[src/rtl/sram_arbiter.sv]
// Two-requester arbiter for the single-port data SRAM: the core has fixed priority,
// the DMA port is served in idle core cycles, and a bounded wait forces a one-cycle core stall.
module sram_arbiter #(
  parameter int unsigned MAX_WAIT = 8
) (
  input  logic        clk,
  input  logic        rst_n,

  input  logic        core_cen,
  input  logic        core_wen,
  input  logic [3:0]  core_ben,
  input  logic [31:0] core_addr,
  input  logic [31:0] core_din,
  output logic [31:0] core_dout,
  output logic        core_stall,

  input  logic        dma_req,
  input  logic        dma_we,
  input  logic [3:0]  dma_ben,
  input  logic [31:0] dma_addr,
  input  logic [31:0] dma_wdata,
  output logic        dma_gnt,
  output logic        dma_rvalid,
  output logic [31:0] dma_rdata,

  output logic        sram_cen,
  output logic        sram_wen,
  output logic [3:0]  sram_ben,
  output logic [31:0] sram_addr,
  output logic [31:0] sram_din,
  input  logic [31:0] sram_dout
);

  typedef enum logic {
    SHARE,
    STALL
  } state_t;

  localparam logic [7:0] MAX_WAIT_CNT = 8'(MAX_WAIT);

  state_t     state;
  state_t     state_nxt;
  logic [7:0] wait_cnt;
  logic [7:0] wait_cnt_nxt;
  logic [7:0] wait_inc;
  logic       conflict;
  logic       dma_rd_pend;

  assign conflict = (state == SHARE) && dma_req && !core_cen;
  assign wait_inc = wait_cnt + 8'd1;

  // Arbitration FSM: every path that is not a conflict cycle clears the wait count.
  always_comb begin
    // NOTE: every signal assigned here gets a default first, so no path can infer a latch.
    state_nxt    = state;
    wait_cnt_nxt = 8'd0;
    dma_gnt      = 1'b0;
    core_stall   = 1'b0;

    case (state)
      SHARE: begin
        if (conflict) begin
          wait_cnt_nxt = wait_inc;
          if (wait_inc == MAX_WAIT_CNT) begin
            state_nxt = STALL;
          end
        end else if (dma_req) begin
          dma_gnt = 1'b1;
        end
      end
      STALL: begin
        core_stall = 1'b1;
        dma_gnt    = dma_req;
        state_nxt  = SHARE;
      end
      default: begin
        state_nxt = SHARE;
      end
    endcase

    // Reset is synchronous, but the strobes must already be quiet during the reset cycle.
    if (!rst_n) begin
      dma_gnt    = 1'b0;
      core_stall = 1'b0;
    end
  end

  // SRAM port mux; a stall cycle without a DMA request leaves the macro deselected.
  always_comb begin
    sram_cen  = core_cen;
    sram_wen  = core_wen;
    sram_ben  = core_ben;
    sram_addr = core_addr;
    sram_din  = core_din;

    if (dma_gnt) begin
      sram_cen  = 1'b0;
      sram_wen  = !dma_we;
      sram_ben  = dma_ben;
      sram_addr = dma_addr;
      sram_din  = dma_wdata;
    end else if (core_stall) begin
      sram_cen  = 1'b1;
      sram_wen  = 1'b1;
    end

    if (!rst_n) begin
      sram_cen = 1'b1;
      sram_wen = 1'b1;
      sram_ben = 4'hF;
    end
  end

  // NOTE: sequential state uses non-blocking assignments so all registers update together.
  always_ff @(posedge clk) begin
    if (!rst_n) begin
      state       <= SHARE;
      wait_cnt    <= 8'd0;
      dma_rd_pend <= 1'b0;
    end else begin
      state       <= state_nxt;
      wait_cnt    <= wait_cnt_nxt;
      dma_rd_pend <= dma_gnt & !dma_we;
    end
  end

  // Read data is shared; the pending flag tells the DMA side when it is meant for it.
  assign core_dout  = sram_dout;
  assign dma_rdata  = sram_dout;
  assign dma_rvalid = dma_rd_pend & rst_n;

endmodule

[config.mk]
export PLATFORM = sky130hd
export DESIGN_NAME = sram_arbiter
export DESIGN_NICKNAME = d
export VERILOG_FILES = /design/src/rtl/sram_arbiter.sv
export SDC_FILE = /design/constraint.sdc
export NUM_CORES = 1
export LEC_CHECK = 0
export CORE_AREA = 2 2 120 122
export CTS_BUF_LIST = sky130_fd_sc_hd__clkbuf_8
export DETAILED_ROUTE_END_ITERATION = 10
export DIE_AREA = 0 0 122 124
export HOLD_SLACK_MARGIN = 0.08
export PLACE_DENSITY = 0.62
export SLEW_MARGIN = 20
export SYNTH_ARGS = -nofsm -noshare
export SYNTH_HDL_FRONTEND = slang
export SYNTH_SLANG_ARGS = --single-unit
export TNS_END_PERCENT = 5
[constraint.sdc]
create_clock -name clk -period 2.5 [get_ports clk]
set_clock_uncertainty 0.15 [all_clocks]
set_input_delay 0.75 -clock clk [delete_from_list [all_inputs] [get_ports clk]]
set_output_delay 0.75 -clock clk [all_outputs]
set_load 0.01 [all_outputs]
==> results.cfg <==
[outcome]
violations = negative setup slack
status = finished, violations left

[clocking]
cts-root-buf = clkbuf_8
cts_inserted_buffers = 3
clk_path_buf_depth = 2
cts_tree = built
path_clk_slew_ps = 50
clk_latency_ps = 230
holdBufCountCts = 0
cts.htree.levels = 1
clock_sinks = 10

[yosys]
yosysWarnings = 0
synth.area.top_cells = nand2_1, buf_4, dfxtp_1, buf_2, xnor2_1
synth_cells = 340
synth_top_area_share_pct = 43.31
ys_seq_elements = 10
syn-cell-area_sq_um = 1794
synthDistinctLibCells = 22
seq_area_frac_synth_pct = 11.16
synth_top_area_cell = nand2_1
synth_nets = 515
syn_avg_cell_area_sq_um = 5.277

[min_path]
hp-class = reg2reg

[drt]
dr.first_iter.drc_count = 67
drc = 0
ant_nets = 0
via_count = 2533
dr.pass1.iters = 4
routed_wl_um = 8718
wl_per_cell_um = 12.80
viasPerCell = 3.720

[die]
core_sq_um = 13720
die_w_um = 122
die_area_sq_um = 15130
rows = 43
boundaryPins = 311
die_h_um = 124
start_util_pct = 13.08

[sta]
hold_viol = 0
finalCritPeriodShare_pct = 110.9
rsz0062_at_grt = yes
slew-limit-headroom_pct = 81.07
min_period_ps = 2773
fmax_mhz = 360.6
finalMaxSlewViolations = 0
tightest_slew_ps = 281.8
layout_setup_ws_ps = -273.1
setup_viol = 70

[global_routing]
grt_pass1_wl_um = 12140
track_usage_pct = 10.32
grt_pass1_vias = 2325
use_met2_pct = 18.47
antenna_found_initial = 0
grt_start_max_net_pins = 35
met3_usage_pct = 3.205
grt-ovfl-total = 0
top_usage_layer = met2
met1_usage_pct = 11.60

[setup_path]
worstPathArrival_ps = 1870
rrSetupSlack_ps = 970
critPathCaptureType = primary output
cp_slowest_cell = or2_4
worstPathMaxFanout = 8
r2r-end = state$_SDFF_PP0_
rr_startpoint = wait_cnt[2]$_SDFF_PP0_
cp.required_ps = 1600
crit_path_end = sram_wen
worstSetupPathType = in2out
critPathLaunch = rst_n
worstPathCellList = buf_6, nand2_2, or2_4, inv_6, buf_12, buf_12, buf_16, and2_4, o21ai_2, buf_2
timing.critical_path.buf_inv = 6
cp.depth = 10
critPathTopFamily = buffers and inverters
crit_top_cell = buf_12
cp_slowest_stage_delay_ps = 260
rr_worst_depth = 4
start_kind = input port

[place]
hpwl_um = 5981
gp_congestion = 0.7157
pre_cts_slack_ps = -1039
port_buffers = 214
dp_cells = 664

[power_and_ir_drop]
ir_drop_v = 0.0002388
p_leak_nw = 1.851
p_per_area_nw_per_um2 = 228.9

[final_layout]
n_antenna_cell = 0
layout.nets = 678
drive_above_1_share_pct = 24.55
layout.cells.non_filler = 681
area_delta_synth_final_pct = 118.3

[job]
cap_viol_max_count = 0
where the power goes:
group / switching [mW] / total [mW] / internal (mW) / leakage, nW
logic: 0.210 / 0.568 / 0.358 / 1.75
clock network: 0.0611 / 0.166 / 0.105 / 0.0216
registers: 0.000798 / 0.162 / 0.161 / 0.0808
total: 0.272 / 0.897 / 0.624 / 1.85
repair_timing:
action / 4_1_cts / 5_1_grt
endpoints found under the setup margin: 73 / 70
buffers inserted: 7 / 1
gates resized for setup: 260 / 35
pin swaps: 5 / 5
cloned: 8 / 0
kinds of logic after synthesis:
group,count (synthesis),share of synthesized area [%]
XOR/XNOR,7,3.417
AND/OR/NAND/NOR,236,51.88
buffers and inverters,82,31.59
AO/OA/AOI/OAI,4,1.255
flip-flops,10,11.16
adder cells (fa/ha/maj),1,0.6972
flip-flops by register name, summed over array words and instances, names as in the netlist:
name	count
dma_rd_pend	1
state	1
wait_cnt	8
Yosys cell counts:
| master | n |
|---|---|
| clkbuf_1 | 5 |
| nand2_1 | 207 |
| o21ai_0 | 2 |
| buf_4 | 66 |
| dfxtp_1 | 10 |
| nor3_1 | 3 |
| buf_2 | 9 |
| nand3_1 | 5 |
| xor2_1 | 2 |
| a31oi_1 | 2 |
| or2_1 | 1 |
| nor3b_1 | 1 |
| or3_1 | 1 |
| nor2_2 | 1 |
| nor2_1 | 11 |
| and2_1 | 3 |
| xnor2_1 | 5 |
| ha_1 | 1 |
| inv_1 | 1 |
| or4_1 | 1 |
| inv_2 | 1 |
| nand3_2 | 2 |
worst register-to-register path, stage by stage, from the launching register on:
cell     delay, ps
dfxtp_1        400
nand3_2        130
xor2_1         160
or4_1          470
a31oi_1        140
cell type report:
class | instances | area (sq um)
clock buffers | 3 | 41.29
fillers | 1510 | 9802
inverters | 2 | 12.51
multi-input cells | 248 | 1101
flip-flops and latches | 10 | 200.2
well taps | 180 | 225.2
repair buffers | 238 | 2337
how the worst min path moves through the flow:
stage	from	endpoint	slack (ps)	cells after the start
2_1_floorplan	wait_cnt[0]$_SDFF_PP0_	wait_cnt[0]$_SDFF_PP0_	280	1
3_3_place_gp	wait_cnt[0]$_SDFF_PP0_	wait_cnt[0]$_SDFF_PP0_	300	1
3_5_place_dp	wait_cnt[0]$_SDFF_PP0_	wait_cnt[0]$_SDFF_PP0_	300	1
4_1_cts	wait_cnt[0]$_SDFF_PP0_	wait_cnt[0]$_SDFF_PP0_	310	1
5_1_grt	wait_cnt[0]$_SDFF_PP0_	wait_cnt[0]$_SDFF_PP0_	330	1
6_report	wait_cnt[0]$_SDFF_PP0_	wait_cnt[0]$_SDFF_PP0_	300	1
cells in the final DEF, fill, tap and decap left out, types with 2 or more instances in the layout:
| master | instances |
|---|---|
| clkbuf_2 | 11 |
| dfxtp_1 | 10 |
| buf_12 | 8 |
| buf_2 | 39 |
| nand3_1 | 5 |
| buf_4 | 7 |
| and2_1 | 2 |
| nand2_1 | 187 |
| xnor2_1 | 5 |
| a31oi_1 | 2 |
| xor2_1 | 2 |
| clkdlybuf4s50_1 | 138 |
| nor2_1 | 11 |
| clkbuf_8 | 3 |
| buf_6 | 8 |
| nand3_2 | 2 |
| nand2_2 | 19 |
| buf_16 | 6 |
| nor3_1 | 2 |
| dlygate4sd2_1 | 8 |
| clkdlybuf4s15_2 | 12 |
per-stage QoR:
stage	power, mW	TNS [ps]	area, sq um	util [%]	hold slack, ps
after global routing	0.9577	-16630	3918	28.55	334.3
after floorplan	0.4365	-1556	1863	-	278.8
after global placement	0.7424	-70100	3739	27.25	295.2
after detailed placement	0.7404	-69920	3739	27.25	299.7
after CTS	0.9151	-15140	3965	28.90	310.6
final	0.8967	-12180	3918	28.55	304.9
per-layer routing:
metal	vias up	part of all wire (%)	routed length [um]
met5	-	0	0
met4	0	2.7	233
met3	28	11	955
met2	150	49	4239
met1	1066	38	3289
li1	1289	-	-
Note: power is estimated with default switching activity, not from simulation.
